### src/rtl/vga_sync_decoder.sv
// VGA input decoder: recovers column/row from active-low syncs, verifies line and
// frame lengths, locks after consecutive good frames and emits registered pixels.
module vga_sync_decoder #(
  parameter int unsigned hpixels     = 800,
  parameter int unsigned vlines      = 521,
  parameter int unsigned hbp         = 144,
  parameter int unsigned hfp         = 784,
  parameter int unsigned vbp         = 31,
  parameter int unsigned vfp         = 511,
  parameter int unsigned LOCK_FRAMES = 2
) (
  input  logic        dclk,
  input  logic        clr,
  input  logic        hsync,
  input  logic        vsync,
  input  logic [3:0]  red,
  input  logic [3:0]  green,
  input  logic [3:0]  blue,
  output logic        pix_valid,
  output logic [9:0]  pix_x,
  output logic [8:0]  pix_y,
  output logic [3:0]  pix_r,
  output logic [3:0]  pix_g,
  output logic [3:0]  pix_b,
  output logic        frame_start,
  output logic        locked,
  output logic        hlen_err,
  output logic        vlen_err,
  output logic [15:0] frame_count
);

  localparam int unsigned POS_W = 10;
  localparam int unsigned X_W   = 10;
  localparam int unsigned Y_W   = 9;
  localparam int unsigned RGB_W = 12;
  localparam int unsigned CNT_W = 8;
  localparam int unsigned FC_W  = 16;
  localparam logic [POS_W-1:0] POS_MAX = {POS_W{1'b1}};

  typedef enum logic [1:0] {
    UNSYNC = 2'd0,
    TRACK  = 2'd1,
    LOCKED = 2'd2
  } state_e;

  // Input pipeline stages A and B
  logic             hs_a_q, hs_a_d, vs_a_q, vs_a_d;
  logic             hs_b_q, hs_b_d, vs_b_q, vs_b_d;
  logic [RGB_W-1:0] rgb_a_q, rgb_a_d, rgb_b_q, rgb_b_d;

  // Position tracking and lock state
  logic [POS_W-1:0] hcol_q, hcol_d, vrow_q, vrow_d;
  state_e           state_q, state_d;
  logic [CNT_W-1:0] good_cnt_q, good_cnt_d;
  logic [FC_W-1:0]  frame_count_q, frame_count_d;
  logic             herr_seen_q, herr_seen_d;

  // Output stage C
  logic             pix_valid_q, pix_valid_d;
  logic [X_W-1:0]   pix_x_q, pix_x_d;
  logic [Y_W-1:0]   pix_y_q, pix_y_d;
  logic [3:0]       pix_r_q, pix_r_d, pix_g_q, pix_g_d, pix_b_q, pix_b_d;
  logic             frame_start_q, frame_start_d;
  logic             locked_q, locked_d;
  logic             hlen_err_q, hlen_err_d, vlen_err_q, vlen_err_d;

  logic h_edge_c, v_edge_c, herr_c, verr_c, good_c, in_win_c;

  // Falling edges: stage B doubles as the previous stage A value
  always_comb begin
    h_edge_c = ~hs_a_q & hs_b_q;
    v_edge_c = ~vs_a_q & vs_b_q;
    herr_c   = h_edge_c && (hcol_q != POS_W'(hpixels - 1)) && (state_q != UNSYNC);
    verr_c   = v_edge_c && (vrow_q != POS_W'(vlines - 1)) && (state_q != UNSYNC);
    good_c   = v_edge_c && (vrow_q == POS_W'(vlines - 1)) && !herr_seen_q && !herr_c;
    in_win_c = (hcol_q >= POS_W'(hbp)) && (hcol_q < POS_W'(hfp)) &&
               (vrow_q >= POS_W'(vbp)) && (vrow_q < POS_W'(vfp));
  end

  always_comb begin
    hs_a_d  = hsync;
    vs_a_d  = vsync;
    rgb_a_d = {red, green, blue};
    hs_b_d  = hs_a_q;
    vs_b_d  = vs_a_q;
    rgb_b_d = rgb_a_q;
  end

  // hcol follows the stage B sample; vrow advances on line starts
  always_comb begin
    hcol_d = hcol_q;
    vrow_d = vrow_q;
    if (h_edge_c) begin
      hcol_d = '0;
    end else if (hcol_q != POS_MAX) begin
      hcol_d = hcol_q + POS_W'(1);
    end
    if (v_edge_c) begin
      vrow_d = '0;
    end else if (h_edge_c && (vrow_q != POS_MAX)) begin
      vrow_d = vrow_q + POS_W'(1);
    end
  end

  // Lock FSM next state and frame accounting
  always_comb begin
    state_d       = state_q;
    good_cnt_d    = good_cnt_q;
    frame_count_d = frame_count_q;
    herr_seen_d   = herr_seen_q | herr_c;
    if (v_edge_c) begin
      herr_seen_d = 1'b0;
    end
    case (state_q)
      UNSYNC: begin
        if (v_edge_c) begin
          state_d    = TRACK;
          good_cnt_d = '0;
        end
      end
      TRACK: begin
        if (herr_c || verr_c) begin
          good_cnt_d = '0;
        end else if (good_c) begin
          good_cnt_d = good_cnt_q + CNT_W'(1);
          if ((good_cnt_q + CNT_W'(1)) >= CNT_W'(LOCK_FRAMES)) begin
            state_d = LOCKED;
          end
        end
      end
      LOCKED: begin
        if (herr_c || verr_c) begin
          state_d    = TRACK;
          good_cnt_d = '0;
        end else if (good_c) begin
          frame_count_d = frame_count_q + FC_W'(1);
        end
      end
      default: begin
        state_d    = UNSYNC;
        good_cnt_d = '0;
      end
    endcase
  end

  // Stage C outputs from stage B and the tracked position
  always_comb begin
    locked_d      = (state_q == LOCKED);
    hlen_err_d    = herr_c;
    vlen_err_d    = verr_c;
    pix_valid_d   = (state_q == LOCKED) && in_win_c;
    pix_x_d       = X_W'(hcol_q - POS_W'(hbp));
    pix_y_d       = Y_W'(vrow_q - POS_W'(vbp));
    frame_start_d = pix_valid_d && (hcol_q == POS_W'(hbp)) && (vrow_q == POS_W'(vbp));
    pix_r_d       = 4'd0;
    pix_g_d       = 4'd0;
    pix_b_d       = 4'd0;
    if (pix_valid_d) begin
      pix_r_d = rgb_b_q[11:8];
      pix_g_d = rgb_b_q[7:4];
      pix_b_d = rgb_b_q[3:0];
    end
  end

  always_ff @(posedge dclk) begin
    if (clr) begin
      hs_a_q        <= 1'b0;
      vs_a_q        <= 1'b0;
      rgb_a_q       <= '0;
      hs_b_q        <= 1'b0;
      vs_b_q        <= 1'b0;
      rgb_b_q       <= '0;
      hcol_q        <= '0;
      vrow_q        <= '0;
      state_q       <= UNSYNC;
      good_cnt_q    <= '0;
      frame_count_q <= '0;
      herr_seen_q   <= 1'b0;
      pix_valid_q   <= 1'b0;
      pix_x_q       <= '0;
      pix_y_q       <= '0;
      pix_r_q       <= '0;
      pix_g_q       <= '0;
      pix_b_q       <= '0;
      frame_start_q <= 1'b0;
      locked_q      <= 1'b0;
      hlen_err_q    <= 1'b0;
      vlen_err_q    <= 1'b0;
    end else begin
      hs_a_q        <= hs_a_d;
      vs_a_q        <= vs_a_d;
      rgb_a_q       <= rgb_a_d;
      hs_b_q        <= hs_b_d;
      vs_b_q        <= vs_b_d;
      rgb_b_q       <= rgb_b_d;
      hcol_q        <= hcol_d;
      vrow_q        <= vrow_d;
      state_q       <= state_d;
      good_cnt_q    <= good_cnt_d;
      frame_count_q <= frame_count_d;
      herr_seen_q   <= herr_seen_d;
      pix_valid_q   <= pix_valid_d;
      pix_x_q       <= pix_x_d;
      pix_y_q       <= pix_y_d;
      pix_r_q       <= pix_r_d;
      pix_g_q       <= pix_g_d;
      pix_b_q       <= pix_b_d;
      frame_start_q <= frame_start_d;
      locked_q      <= locked_d;
      hlen_err_q    <= hlen_err_d;
      vlen_err_q    <= vlen_err_d;
    end
  end

  assign pix_valid   = pix_valid_q;
  assign pix_x       = pix_x_q;
  assign pix_y       = pix_y_q;
  assign pix_r       = pix_r_q;
  assign pix_g       = pix_g_q;
  assign pix_b       = pix_b_q;
  assign frame_start = frame_start_q;
  assign locked      = locked_q;
  assign hlen_err    = hlen_err_q;
  assign vlen_err    = vlen_err_q;
  assign frame_count = frame_count_q;

endmodule

### config.mk
export PLATFORM = sky130hd
export DESIGN_NAME = vga_sync_decoder
export DESIGN_NICKNAME = d
export VERILOG_FILES = /design/src/rtl/vga_sync_decoder.sv
export SDC_FILE = /design/constraint.sdc
export NUM_CORES = 1
export LEC_CHECK = 0
export CORE_MARGIN = 1
export CORE_UTILIZATION = 38
export DETAILED_ROUTE_END_ITERATION = 10
export SLEW_MARGIN = 5
export SYNTH_ARGS = -nofsm -noshare
export SYNTH_HDL_FRONTEND = slang
export SYNTH_SLANG_ARGS = --single-unit
### constraint.sdc
create_clock -name dclk -period 4.3 [get_ports dclk]
set_input_delay 0.645 -clock dclk [delete_from_list [all_inputs] [get_ports dclk]]
set_output_delay 0.645 -clock dclk [all_outputs]
set_load 0.005 [all_outputs]
# Yosys cells after proc, flatten, opt, wreduce, memory -nomap -nowiden
# Cells that the tools add are included.
# W data, S select, Z words.
# totals
romBits	0
latch_bits	0
ff_bits	111
mem_bits_rw	0
n_memories	0
# op_classes
n_div	0
addsub	6
magnitude_cmp	5
n_shift	0
bitwise	7
reduce_logical	25
n_mul	0
n_mux	11
eq_ne	15
# ops
operator	n
$ne A10 B10 Y1 const B	4
$mux W8	4
$pmux W8 S3	1
$add A10 B1 Y10 const B	2
$add A16 B1 Y16 const B	1
$logic_and A1 B1 Y1	14
$eq A10 B10 Y1 const B	1
$eq A10 B5 Y1 const B	1
$eq A10 B8 Y1 const B	1
$ge A10 B5 Y1 const B	1
$ge A10 B8 Y1 const B	1
$lt A10 B10 Y1 const B	1
$lt A10 B9 Y1 const B	1
$mux W2	5
$sub A10 B8 Y10 const B	1
$sub A9 B5 Y9 const B	1
$add A8 B1 Y8 const B	1
$ge A8 B2 Y1 const B	1
$ne A2 B2 Y1 const B	4
$pmux W2 S3	1
$reduce_and A3 Y1	2
$reduce_or A2 Y1	3
$reduce_and A5 Y1	1
$not A1 Y1	4
10 further kinds	12

# Depth between registers and ports, before layout
# logic_depth
word_depth	9
ltp_mapped	8
mapped_depth_nobuf	7

# Worst setup path before layout
# OpenSTA, ideal clock, no wires.
# synth_path
path_type	flip-flop to flip-flop
from	reg hcol_q[4]
to	reg frame_count_q[15], in the netlist frame_count[15]
required_time_ns	4.230
synth_period_minus_slack_ns	2.409
stages_incl_launch_ff	8
t_arrival_ns	2.339
setup_time_ns	0.070
slack_ns	1.891
path_buffers	1
path_cell_list	dfxtp_1 -> ha_1 -> nand2b_1 -> o41a_1 -> or4_1 -> clkbuf_2 -> or4_1 -> a21oi_1
# synth_between
elab_chain_cells	6
# synth_lines
item	line	source
start: declaration	52	logic [POS_W-1:0] hcol_q, hcol_d, vrow_q, vrow_d;
start signal: assignment	196	hcol_q <= hcol_d;
$ne A10 B10 Y1 (*)	73	herr_c = h_edge_c && (hcol_q != POS_W'(hpixels - 1)) && (state_q != UNSYNC);
$logic_and A1 B1 Y1 (*) (2 in series)	73	
$logic_not A1 Y1 or $logic_or A1 B1 Y1 (tied branches)	75, 132	
$logic_and A1 B1 Y1 or $not A1 Y1 (tied branches)	-	
$reduce_and A3 Y1 (no line) (*)	-	
end signal: assignment	200	frame_count_q <= frame_count_d;
end: declaration	55	logic [FC_W-1:0] frame_count_q, frame_count_d;
# Every way passes the cells marked *; elsewhere a longest branch is shown, timed or not.
# A chain may end at the register's enable or synchronous reset.

# Worst setup path after layout
# layout_path
from	reg hcol_q[4]
to	reg good_cnt_q[0]
# layout_between
elab_chain_cells	7
# layout_lines
item	line	source
$ne A10 B10 Y1 (*)	73	
$logic_and A1 B1 Y1 (*) (2 in series)	73	
$logic_not A1 Y1	75	good_c = v_edge_c && (vrow_q == POS_W'(vlines - 1)) && !herr_seen_q && !herr_c;
$logic_and A1 B1 Y1	75	
$ne A3 B3 Y1 (no line)	-	
$reduce_and A3 Y1 (no line)	-	
end signal: assignment	199	good_cnt_q <= good_cnt_d;
end: declaration	54	logic [CNT_W-1:0] good_cnt_q, good_cnt_d;
# Marks and branches as above.

==> results.yml <==
timing:
  setup_repair_after_global_routing_missed_its_margin: "no"
  finalMaxSlewViolations: 0
  tightestPinTransition_ns: 1.09
  finalWorstPathRequiredPeriod_ns: 2.96
  worst_slack_ns: 1.34
  fin_worst_skew_ns: 0.00695
  finalSetupTns_ns: 0
  finalCritPeriodShare_pct: 68.7
  timing.fmax_ghz: 0.338
  hold_viol_final: 0
  setup_viol: 0
  max_slew_margin_pct: 27.4
floorplan:
  die_area_um2: 11900
  floorplan.die.width_um: 109
  rows: 38
  core_region_area_um2: 11000
  ios: 68
  initial_core_utilization_pct: 39.7
  die_height_um: 109
route:
  vias_per_instance: 4.92
  via_count: 3297
  post-route-drc-count: 0
  iter_0_drt_violations: 175
  wl_per_cell_um: 12.9
  totalWireLength_um: 8640
  ant_nets: 0
  detail_route.first_pass.iterations: 4
logic_synthesis:
  synth.top_cell.area_share_pct: 51.0
  synth_edf_count: 0
  number_of_flip_flops_and_latches_in_the_synthesized_netlist: 111
  number_of_distinct_library_cell_variants_in_the_gate_level_netlist_after_synthesis: 51
  synth.top_cells.by_area: "sky130_fd_sc_hd__dfxtp_1 (51%), sky130_fd_sc_hd__nor2b_1 (5.2%), sky130_fd_sc_hd__xnor2_1 (4.0%)"
  yosys_top_cell_by_area: "sky130_fd_sc_hd__dfxtp_1"
  avgSynthCellArea_um2: 9.33
  share_of_flip_flops_with_an_asynchronous_set_or_reset_after_synthesis_pct: 0
  share_of_the_yosys_chip_area_belonging_to_registers_pct: 51.0
  synth_cells: 467
  synth_top_flop_cell: "sky130_fd_sc_hd__dfxtp_1"
  synth_warnings: 0
  synth_fp_nets: 493
  synthesis.area_um2: 4360
grt:
  globalRouteOverflowTotal: 0
  grt_start_max_net_pins: 40
  grt_antenna_before_repair: 0
  grt_util_all_layers_pct: 16.0
  first_global_vias: 3046
  first_pass_grt_wire_length_um: 14700
placed_design:
  post-dp-hpwl_um: 6060
  place_area_um2: 5120
  placement.setup.worst_slack_ns: 1.39
  port-buffer-count: 67
  final_wtd_congestion: 0.809
  place_inst: 654
clocking:
  clock_latency_ns: 0.35
  holdBufCountCts: 0
  clk_path_buf_depth: 2
  cts_tree: "yes"
  number_of_buffers_created_by_cts: 9
  numClockSinks: 111
  htreeDepth: 3
  clock-root-buffer: "sky130_fd_sc_hd__clkbuf_16"
  post_cts_resized: 0
  post_cts_buffers: 0
  clk_transition_reported_paths_ns: 0.07
worst_hold_path:
  min_path_type: "register to register"
pwr:
  total_power_mw: 1.92
  worst_case_vdd_ir_drop_mv: 0.250
  p_leak_nw: 1.91
  power_density_normalized_to_cell_area_nw_per_um2: 356
run_status:
  outcome: "finished, final reports clean"
cells_and_area:
  area_delta_synth_final_pct: 23.9
  finalNetCount: 551
  final_area_um2: 5400
  insertedDiodeCount: 0
  layoutNonFillerInstCount: 670
  final_layout_size_suffix_gt1_share_pct: 5.09
  layout_common_cells: "sky130_fd_sc_hd__dfxtp_1 (111), sky130_fd_sc_hd__clkdlybuf4s50_1 (66), sky130_fd_sc_hd__nor2_1 (46)"
  layout.cells.most_common: "sky130_fd_sc_hd__dfxtp_1"
flow_run:
  number_of_max_capacitance_violations_reported: 0
setup_path:
  criticalPathCategory: "register to register"
  critical_path.startpoint_type: "register"
  worstPathArrival_ns: 3.25
  maximum_fanout_count_along_the_critical_path: 8
  timing.critical_path.to_type: "register"
  worstPathRequired_ns: 4.60
==> metrics by stage <==
stage	hold slack, ns	utilization (%)
4_1_cts	0.425	49.1
3_3_place_gp	0.410	46.6
5_1_grt	0.439	49.1
2_1_floorplan	0.406	-
6_report	0.423	49.1
3_5_place_dp	0.411	46.6
==> metal layers <==
metal / vias to the layer above / global-route usage (%) / wire [um]
met4: 0 / 6.66 / 154
met2: 59 / 24.9 / 3940
met3: 11 / 4.30 / 368
li1: 1712 / - / -
met1: 1515 / 20.7 / 4190
met5: - / 0 / 0
==> flip-flops by register name (all words and copies together), names as in the netlist <==
| name | cells |
|---|---|
| pix_g | 4 |
| pix_b | 4 |
| vrow_q | 10 |
| pix_x | 10 |
| state_q | 2 |
| vs_b_q | 1 |
| hcol_q | 10 |
| rgb_a_q | 12 |
| hs_a_q | 1 |
| rgb_b_q | 12 |
| pix_y | 9 |
| locked | 1 |
| frame_count | 16 |
| hs_b_q | 1 |
| frame_start | 1 |
| vs_a_q | 1 |
| pix_valid | 1 |
| herr_seen_q | 1 |
| hlen_err | 1 |
| vlen_err | 1 |
| good_cnt_q | 8 |
| pix_r | 4 |
==> synth_stat cells, types with 2 or more instances <==
| master | number |
|---|---|
| sky130_fd_sc_hd__dfxtp_1 | 111 |
| sky130_fd_sc_hd__nor2_1 | 46 |
| sky130_fd_sc_hd__nor2b_1 | 36 |
| sky130_fd_sc_hd__a21oi_1 | 27 |
| sky130_fd_sc_hd__nand2_1 | 22 |
| sky130_fd_sc_hd__xnor2_1 | 20 |
| sky130_fd_sc_hd__nand3_1 | 18 |
| sky130_fd_sc_hd__clkbuf_1 | 17 |
| sky130_fd_sc_hd__inv_1 | 15 |
| sky130_fd_sc_hd__and2_1 | 14 |
| sky130_fd_sc_hd__o21ai_0 | 14 |
| sky130_fd_sc_hd__nand4_1 | 11 |
| sky130_fd_sc_hd__nor3_1 | 11 |
| sky130_fd_sc_hd__ha_1 | 10 |
| sky130_fd_sc_hd__or3_1 | 9 |
| sky130_fd_sc_hd__or4_1 | 9 |
| sky130_fd_sc_hd__nand2b_1 | 8 |
| sky130_fd_sc_hd__xor2_1 | 8 |
| sky130_fd_sc_hd__and3_1 | 4 |
| sky130_fd_sc_hd__o31ai_1 | 4 |
| sky130_fd_sc_hd__or2_2 | 4 |
| sky130_fd_sc_hd__a21o_1 | 3 |
| sky130_fd_sc_hd__a22o_1 | 3 |
| sky130_fd_sc_hd__a31oi_1 | 3 |
| sky130_fd_sc_hd__and4_1 | 3 |
| sky130_fd_sc_hd__nor4_1 | 3 |
| sky130_fd_sc_hd__o2bb2ai_1 | 3 |
| sky130_fd_sc_hd__and3b_1 | 2 |
| sky130_fd_sc_hd__buf_1 | 2 |
| sky130_fd_sc_hd__mux2_2 | 2 |
| sky130_fd_sc_hd__nor3b_1 | 2 |
| sky130_fd_sc_hd__nor4bb_1 | 2 |
| sky130_fd_sc_hd__o31a_1 | 2 |
| sky130_fd_sc_hd__o41ai_1 | 2 |
==> power by group <==
group,internal [mW],switching [mW]
registers,1.05,0.00928
clock network,0.400,0.385
logic,0.0410,0.0370
total,1.49,0.431
==> worst max-delay path: stages (launching register included) <==
cell                       delay, ns
sky130_fd_sc_hd__dfxtp_1        0.48
sky130_fd_sc_hd__ha_1           0.19
sky130_fd_sc_hd__nand2b_1       0.09
sky130_fd_sc_hd__o41ai_1        0.69
sky130_fd_sc_hd__o21ai_0        0.19
sky130_fd_sc_hd__o32ai_1        0.96
sky130_fd_sc_hd__mux2_2         0.30
==> area by class of cell <==
class                           instances  area, um^2
Fill cell                            1037        5590
Sequential cell                       111        2220
Multi-Input combinational cell        319        1980
Timing Repair Buffer                   69         681
Tap cell                              140         175
Clock inverter                          6        50.0
Inverter                               15        56.3
Clock buffer                           10         229
==> worst paths after layout <==
| path | cells after the start | slack, ns | to | from |
|---|---|---|---|---|
| max | 6 | 1.34 | good_cnt_q[0]$_SDFFE_PP0P_ | hcol_q[4]$_SDFFE_PP0P_ |
| min | 1 | 0.42 | pix_g[2]$_SDFF_PP0_ | rgb_b_q[6]$_SDFF_PP0_ |
| max reg2reg | 6 | 1.34 | good_cnt_q[0]$_SDFFE_PP0P_ | hcol_q[4]$_SDFFE_PP0P_ |
| min reg2reg | 1 | 0.42 | pix_g[2]$_SDFF_PP0_ | rgb_b_q[6]$_SDFF_PP0_ |
==> logic make-up (layout without fill, tap and decap cells) <==
family                     Yosys count  count (layout)  share of synthesized area [%]
xor gates and xnor gates            28              28                           5.63
AOI/OAI and AO/OA                   70              70                           10.1
and+or+nand+nor                    209             209                           26.4
muxes                                2               2                          0.517
adders and majority gates           10              10                           2.87
buffers and inverters               37             100                           3.42
DFF                                111             111                           51.0
Power figures use the tool's default switching activity.
